$ cat config.mk
export PLATFORM = sky130hd
export DESIGN_NAME = ghash_sequencer
export DESIGN_NICKNAME = d
export VERILOG_FILES = /design/src/rtl/ghash_sequencer.sv
export SDC_FILE = /design/constraint.sdc
export NUM_CORES = 2
export LEC_CHECK = 0
export CORE_AREA = 5 5 454 456
export DETAILED_ROUTE_END_ITERATION = 16
export DIE_AREA = 0 0 459 461
export GPL_TIMING_DRIVEN = 0
export SYNTH_ARGS = -nofsm -noshare
export SYNTH_HDL_FRONTEND = slang
export SYNTH_SLANG_ARGS = --single-unit
$ cat constraint.sdc
create_clock -name clk -period 3.7 [get_ports clk]
set_clock_uncertainty 0.2 [all_clocks]
set_input_delay 0.74 -clock clk [delete_from_list [all_inputs] [get_ports clk]]
set_output_delay 0.74 -clock clk [all_outputs]
set_load 0.01 [all_outputs]
$ cat src/rtl/ghash_sequencer.sv
// Sequences one GHASH pass (AAD blocks, CT blocks, length block) over an external
// GF(2^128) multiply-add unit and produces the GCM tag Y ^ E(K,J0).
module ghash_sequencer #(
    parameter int MUL_LATENCY = 2,
    parameter int LEN_W       = 64
) (
    input  logic             clk,
    input  logic             clr,
    input  logic             start,
    input  logic [0:127]     h_key,
    input  logic [0:127]     ek_j0,
    input  logic [0:LEN_W-1] aad_len,
    input  logic [0:LEN_W-1] ct_len,
    input  logic             blk_valid,
    input  logic [0:127]     blk_data,
    output logic             blk_ready,
    output logic             mul_issue,
    output logic [0:127]     mul_x,
    output logic [0:127]     mul_y,
    output logic [0:127]     mul_h,
    input  logic [0:127]     mul_o,
    output logic             busy,
    output logic [0:127]     tag,
    output logic             tag_valid
);

    localparam int CNT_W = LEN_W - 6;

    typedef enum logic [2:0] {
        S_IDLE, S_AAD, S_CT, S_LEN, S_ISSUE, S_WAIT, S_FINAL
    } state_t;

    state_t           state;
    state_t           origin;
    logic [0:127]     y_reg;
    logic [0:127]     h_reg;
    logic [0:127]     ek_reg;
    logic [LEN_W-1:0] aad_len_r;
    logic [LEN_W-1:0] ct_len_r;
    logic [CNT_W-1:0] aad_cnt;
    logic [CNT_W-1:0] ct_cnt;
    logic [3:0]       wait_cnt;

    logic [LEN_W-1:0] aad_in;
    logic [LEN_W-1:0] ct_in;
    logic [CNT_W-1:0] n_aad;
    logic [CNT_W-1:0] n_ct;
    logic [0:127]     len_block;
    logic [6:0]       sec_r;
    logic             sec_last;
    logic [0:127]     blk_masked;

    function automatic logic [CNT_W-1:0] blocks_of(input logic [LEN_W-1:0] len);
        return CNT_W'(len >> 7) + CNT_W'(|len[6:0]);
    endfunction

    // Bit 0 is the first transmitted bit, so the r valid bits sit at the top of the value.
    function automatic logic [0:127] last_mask(input logic [6:0] r);
        logic [0:127] ones;
        ones = '1;
        return (r == 7'd0) ? ones : ~(ones >> r);
    endfunction

    assign aad_in    = aad_len;
    assign ct_in     = ct_len;
    assign n_aad     = blocks_of(aad_in);
    assign n_ct      = blocks_of(ct_in);
    assign len_block = {64'(aad_len_r), 64'(ct_len_r)};

    always_comb begin
        sec_r      = (state == S_AAD) ? aad_len_r[6:0] : ct_len_r[6:0];
        sec_last   = (state == S_AAD) ? (aad_cnt == CNT_W'(1)) : (ct_cnt == CNT_W'(1));
        blk_masked = sec_last ? (blk_data & last_mask(sec_r)) : blk_data;
    end

    // Single controller; operands are loaded on the edge entering ISSUE and then held.
    always_ff @(posedge clk) begin
        if (clr) begin
            state     <= S_IDLE;
            origin    <= S_IDLE;
            y_reg     <= '0;
            h_reg     <= '0;
            ek_reg    <= '0;
            aad_len_r <= '0;
            ct_len_r  <= '0;
            aad_cnt   <= '0;
            ct_cnt    <= '0;
            wait_cnt  <= '0;
            blk_ready <= 1'b0;
            mul_issue <= 1'b0;
            mul_x     <= '0;
            mul_y     <= '0;
            mul_h     <= '0;
            busy      <= 1'b0;
            tag       <= '0;
            tag_valid <= 1'b0;
        end else begin
            mul_issue <= 1'b0;
            tag_valid <= 1'b0;
            case (state)
                S_IDLE: begin
                    if (start) begin
                        h_reg     <= h_key;
                        ek_reg    <= ek_j0;
                        aad_len_r <= aad_in;
                        ct_len_r  <= ct_in;
                        aad_cnt   <= n_aad;
                        ct_cnt    <= n_ct;
                        y_reg     <= '0;
                        busy      <= 1'b1;
                        if (n_aad != '0) begin
                            state     <= S_AAD;
                            blk_ready <= 1'b1;
                        end else if (n_ct != '0) begin
                            state     <= S_CT;
                            blk_ready <= 1'b1;
                        end else begin
                            state <= S_LEN;
                        end
                    end
                end
                S_AAD, S_CT: begin
                    if (blk_valid && blk_ready) begin
                        blk_ready <= 1'b0;
                        mul_x     <= blk_masked;
                        mul_y     <= y_reg;
                        mul_h     <= h_reg;
                        mul_issue <= 1'b1;
                        origin    <= state;
                        state     <= S_ISSUE;
                        if (state == S_AAD) aad_cnt <= aad_cnt - CNT_W'(1);
                        else                ct_cnt  <= ct_cnt - CNT_W'(1);
                    end
                end
                S_LEN: begin
                    mul_x     <= len_block;
                    mul_y     <= y_reg;
                    mul_h     <= h_reg;
                    mul_issue <= 1'b1;
                    origin    <= S_LEN;
                    state     <= S_ISSUE;
                end
                S_ISSUE: begin
                    wait_cnt <= '0;
                    state    <= S_WAIT;
                end
                S_WAIT: begin
                    if (wait_cnt == 4'(MUL_LATENCY - 1)) begin
                        y_reg <= mul_o;
                        case (origin)
                            S_AAD: begin
                                if (aad_cnt != '0) begin
                                    state     <= S_AAD;
                                    blk_ready <= 1'b1;
                                end else if (ct_cnt != '0) begin
                                    state     <= S_CT;
                                    blk_ready <= 1'b1;
                                end else begin
                                    state <= S_LEN;
                                end
                            end
                            S_CT: begin
                                if (ct_cnt != '0) begin
                                    state     <= S_CT;
                                    blk_ready <= 1'b1;
                                end else begin
                                    state <= S_LEN;
                                end
                            end
                            default: state <= S_FINAL;
                        endcase
                    end else begin
                        wait_cnt <= wait_cnt + 4'd1;
                    end
                end
                S_FINAL: begin
                    tag       <= y_reg ^ ek_reg;
                    tag_valid <= 1'b1;
                    busy      <= 1'b0;
                    state     <= S_IDLE;
                end
                default: state <= S_IDLE;
            endcase
        end
    end

endmodule
* Word level (Yosys, flattened, before mapping)
Cells that the tools add are included.
** Storage, ports and cells
- Flip-flop bits (word level) :: 1154
- Bits of input ports :: 644
- Output and inout bits :: 516
- Logic and storage cells :: 119
** Cells by class
- Add/subtract/negate cells :: 5
- Equality and inequality tests :: 19
- Shift-type cells :: 1
- Muxes and demuxes :: 48
- Bitwise logic cells :: 3
- Reduce and logical (&&, ||, !) cells :: 25
** Operators with widths (number)
- case mux 128 bit (2 select lines) :: 4
- two-way mux 128 bit :: 7
- two-way mux 58 bit :: 6
- case mux 58 bit (2 select lines) :: 2
- nonzero test 58 bit :: 4
- AND 128 bit :: 1
- NOT 128 bit :: 1
- right shift 128 x 7 -> 128 bit, first input constant :: 1
- bitwise XOR 128 bit :: 1
- adder 57 x 1 -> 58 bit :: 2
- equality test 58 x 1 -> 1 bit, second input constant :: 2
- subtractor 58 x 1 -> 58 bit, second input constant :: 2
- case mux 3 bit (5 select lines) :: 1
- OR reduction 7 bit :: 2
- two-way mux 1 bit :: 13
- two-way mux 3 bit :: 4
- != test 2 bit, second input constant :: 6
- case mux 3 bit (2 select lines) :: 2
- nonzero test 2 bit :: 5
- equality test 3 x 2 -> 1 bit, second input constant :: 3
- equality test 3 bit, second input constant :: 3
- case mux 4 bit (2 select lines) :: 1
- AND reduction 2 bit :: 4
- AND reduction 4 bit :: 2
- 17 further kinds :: 22

* Longest topological paths before layout
- Word-level depth :: 9
- Gate-level depth with buffers :: 15
- Gate-level depth less buffers :: 14

* Least setup slack after synthesis
No wires, ideal clock.
- Path kind :: in2reg
- From :: input aad_len[63] (netlist name)
- To :: register blk_ready
- Library setup time :: 62 ps
- Arrival :: 3708 ps
- Required time :: 3438 ps
- Setup slack :: -269 ps
- Stages :: 14
- Path buffers :: 0
- Cell sequence :: nor3_1 -> nand2_1 -> ha_1 -> ha_1 -> nand3_1 -> nor4_4 -> nand3_1 -> o21a_1 -> nor4_1 -> o2111ai_1 -> and4bb_2 -> nand4_1 -> or4_1 -> nand3_1
** Between the ends
- Longest elaborated chain between the ends :: 6
- Elaborated cells on any way between the ends :: 8
- Those cells by class :: add/sub: 1; eq/ne: 1; mux: 3; reduce/logical: 3
** Ends and longest elaborated chain
- from (decl) :: RTL line 12 : input logic [0:LEN_W-1] aad_len,
- OR reduction 7 bit * :: RTL line 54 : return CNT_W'(len >> 7) + CNT_W'(|len[6:0]);
- adder 57 x 1 -> 58 bit * :: RTL line 54
- nonzero test 58 bit * :: RTL line 111 : if (n_aad != '0) begin
- two-way mux 1 bit :: RTL line 111
- two-way mux 1 bit :: RTL line 102 : if (start) begin
- case mux 1 bit (3 select lines) :: RTL line 100 : case (state)
- to (signal assigned) :: RTL line 113 : blk_ready <= 1'b1;
- to (signal assigned) :: RTL line 116 : blk_ready <= 1'b1;
- to (signal assigned) :: RTL line 124 : blk_ready <= 1'b0;
- to (decl) :: RTL line 16 : output logic blk_ready,
Every way passes the cells marked *; elsewhere a longest branch is shown, timed or not. The select of a mux whose other input is x is not followed.
A chain may end at the register's enable or synchronous reset.

* Worst setup path after layout
- From :: input aad_len[39] (netlist name)
- To :: register blk_ready
** Between the ends
- Longest elaborated chain between the ends :: 5
- Elaborated cells on any way between the ends :: 7
- Those cells by class :: add/sub: 1; eq/ne: 1; mux: 3; reduce/logical: 2
** Ends and longest elaborated chain (RTL line)
- adder 57 x 1 -> 58 bit * :: 54
- nonzero test 58 bit * :: 111
- two-way mux 1 bit :: 111
- two-way mux 1 bit :: 102
- case mux 1 bit (3 select lines) :: 100
Marked as above.

==> metrics.md <==
| Metric | Value |
|---|---|
| Max IR drop VDD | `0.0005982 V` |
| Dominant cell type by area after synthesis | `dfxtp_1` |
| DR WL/cell | `28.89 microns` |
| CTS H-tree lvls | `4` |
| Vias in the first global route | `around 51000` |
| CP max FO | `8` |
| Root buf cell | `clkbuf_16` |
| Fillers | `21400` |
| Netlist cell types | `73` |
| Synthesized flop and latch total | `1154` |
| Layout cells sized above 1 | `7.142%` |
| RSZ-0062 raised after global routing | `yes` |
| Max-slew headroom | `6.797%` |
| Slew @ Worst Pin | `1.398 ns` |
| Die height | `461 microns` |
| Global-route wire length before repair | `411100 microns` |
| Tmin final | `3.816 ns` |
| Mapped Nets | `around 7000` |
| Worst EP required | `4.19 ns` |
| Antenna violations before repair | `118` |
| Final instance area | `70500 sq um` |
| Critical Path Max Stage Delay | `0.61 ns` |
| Overflow left after global routing | `0` |
| Setup ws final | `-0.1161 ns` |
| Maxcap violations | `0` |
| Count leader, synth | `nand2_1` |
| DR vias | `55010` |
| Synth area leaders | `dfxtp_1, nand2_1, a21oi_1` |
| TritonRoute pass-1 iters | `6` |
| CP Launch Type | `input pin` |
| Ys async rst share | `0%` |
| Crit path capture type | `flop` |
| HPWL Detailed | `247200 microns` |
| Post-synthesis instance area | `49190 sq um` |
| Post-DR vias/cell | `5.176` |
| Mean Syn Cell Area | `7.636 sq um` |
| Pwr/cell area | `between 600 and 700 nW/um^2` |
| Failing checks | `negative setup slack` |
| Arr. time, crit path | `4.31 ns` |
| Initial drt markers | `6297` |
| Cells along the critical path | `dlygate4sd3_1 > clkbuf_4 > nand4_1 > buf_4 > nor4_4 > buf_4 > nand3_2 > nor4_4 > xor2_2 > nor4b_1 > and4bb_2 > nand4_1 > buf_4 > o31ai_2 > nand3_1` |
| Number of synthesized flops with an enable pin | `0` |
| Starting Density | `24.44%` |
| Seq/Total Area, Yosys | `46.97%` |
| Ys Warns | `0` |
| Core ar. | `just over 200000 sq um` |
| Placer Congestion | `1.023` |
| Cells after Synth | `6441` |
| Fin nets | `8433` |
| Area grow syn2layout | `43.33%` |
| Total track usage | `27.43%` |
| CP most frequent cell | `buf_4` |
| Synth top cells by count | `nand2_1, dfxtp_1, a21oi_1` |
| Worst hold path class | `in2reg` |
| Fmax | `262.0 MHz` |
| Die X | `459 microns` |
| Hold Violations, Final | `0` |
| Reg-to-reg setup timing slack | `-0.03 ns` |
| WHS | `approximately 0.026 ns` |
| Clock latency on the worst-skew pair | `0.82 ns` |
| Drt total wl | `about 300000 microns` |
| Count of final max-slew check failures | `0` |
| IO Count | `1160` |
| CTS sink cnt | `1154` |
| Post-synth top area share | `46.97%` |
| CTS Buffer Depth | `3` |
| DRC errors left | `0` |
| TritonCTS clock tree | `done` |
| Final setup vio count | `4` |
| Pin count of the biggest net entering global routing | `17` |
| Reg clk slew, reported paths | `approximately 0.060 ns` |
| Slowest CP cell | `dlygate4sd3_1` |
| TritonCTS buffer count | `138` |
| DP Area | `roughly 64000 sq um` |
| Final period util | `103.1%` |
| P_leak | `23.35 nW` |
| Top FF cell, synth | `dfxtp_1` |
| Status | `finished, violations left` |
| Antenna Nets Post-Route | `0` |
| Port Buffer Count | `1125` |
| Critical path class | `in2reg` |
| Site Rows | `165` |
| Die area | `between 200000 and 250000 sq um` |
metrics by stage:
stage               util [%]  total power (W)  TNS [ns]  cells  setup WS, ns
finish                 35.02          0.04820   -0.1605  10630       -0.1161
global route           35.00          0.05010   -0.5996  10610       -0.1643
CTS                    34.65          0.04769  -0.07300  10530      -0.02351
detailed placement     31.73          0.03276   -818.06  10240        -2.677
global placement       31.71          0.03259   -965.92  10240        -2.690
floorplan                  -          0.02462         0   6441       0.01866
cell usage in the layout (no fill, tap or decap), types with 11 or more instances in the layout:
cell type        instances
a211oi_1               149
a21oi_1                994
a221o_1                 80
a22oi_1                 56
a311oi_1                14
and2_1                  14
and3_1                  35
buf_1                   22
buf_2                   18
buf_4                   67
clkbuf_1               430
clkbuf_16              141
clkbuf_2                41
clkbuf_8                26
clkdlybuf4s50_1       1092
clkinv_2                22
dfxtp_1               1146
diode_2                 72
dlygate4sd2_1           15
inv_1                   30
nand2_1               1803
nand3_1                243
nand4_1                 58
nor2_1                 379
nor3_1                 105
nor3_2                  13
nor4_1                  28
nor4_2                  11
nor4_4                  13
o211ai_1                16
o21ai_0                192
o22ai_1                 22
or2_2                   11
or3_1                   28
or4_1                   19
xnor2_1                187
xnor2_2                 20
xor2_1                  39
timing repair:
action / 4_1_cts / 5_1_grt
pin swaps: 39 / 37
setup buffers: 41 / 27
setup endpoints to repair: 775 / 480
gates cloned: 0 / 2
endpoints found under the hold margin: 2 / 0
gates resized for setup: 234 / 107
hold buffers: 2 / 0
layer usage:
layer / vias to the layer above / wire [microns] / track usage, %
li1: 24880 / - / -
met1: 26500 / 128200 / 36.03
met2: 3027 / 132300 / 41.21
met3: 575 / 31220 / 7.919
met4: 28 / 15050 / 13.21
met5: - / 168 / 0.2755
worst max-delay path, delay by kind of cell:
kind                      cells  cell delay [ns]
AOI/OAI and AO/OA             1             0.23
xor gates and xnor gates      1             0.16
buffers and inverters         5             1.43
and+or+nand+nor               8             1.76
power by group:
part           internal (W)  switching, W  total [W]
Sequential           0.0144       0.00215     0.0165
Clock               0.00828       0.00611     0.0144
Combinational       0.00539        0.0119     0.0173
Total                0.0280        0.0202     0.0482
area by class of cell:
cell class	count	area, sq um	area share (%)
plain buffers	503	2062	2.925
well taps	2672	3343	4.742
clock buffers	189	3949	5.601
inverters	30	112.6	0.1597
multi-input cells	4752	25070	35.56
diodes	72	180.2	0.2556
flip-flops and latches	1154	23120	32.80
repair buffers	1199	11880	16.86
clock inverters	56	782.0	1.109
path summary, 6_finish.rpt:
kind	depth (start not counted)	end	from
setup / recovery	15	blk_ready	aad_len[39]
hold / removal	3	ct_len_r[0]	ct_len[63]
setup reg to reg	10	mul_x[89]	ct_cnt[41]
hold reg to reg	2	mul_h[9]	h_reg[9]
logic make-up after synthesis:
group                    synth area share, %
buffers and inverters                  4.159
AO/OA/AOI/OAI                          18.90
multiplexers                          0.4070
XOR/XNOR                               4.559
flip-flops                             46.97
adder cells (fa/ha/maj)               0.2798
AND/OR/NAND/NOR                        24.72
Power figures use the tool's default switching activity.
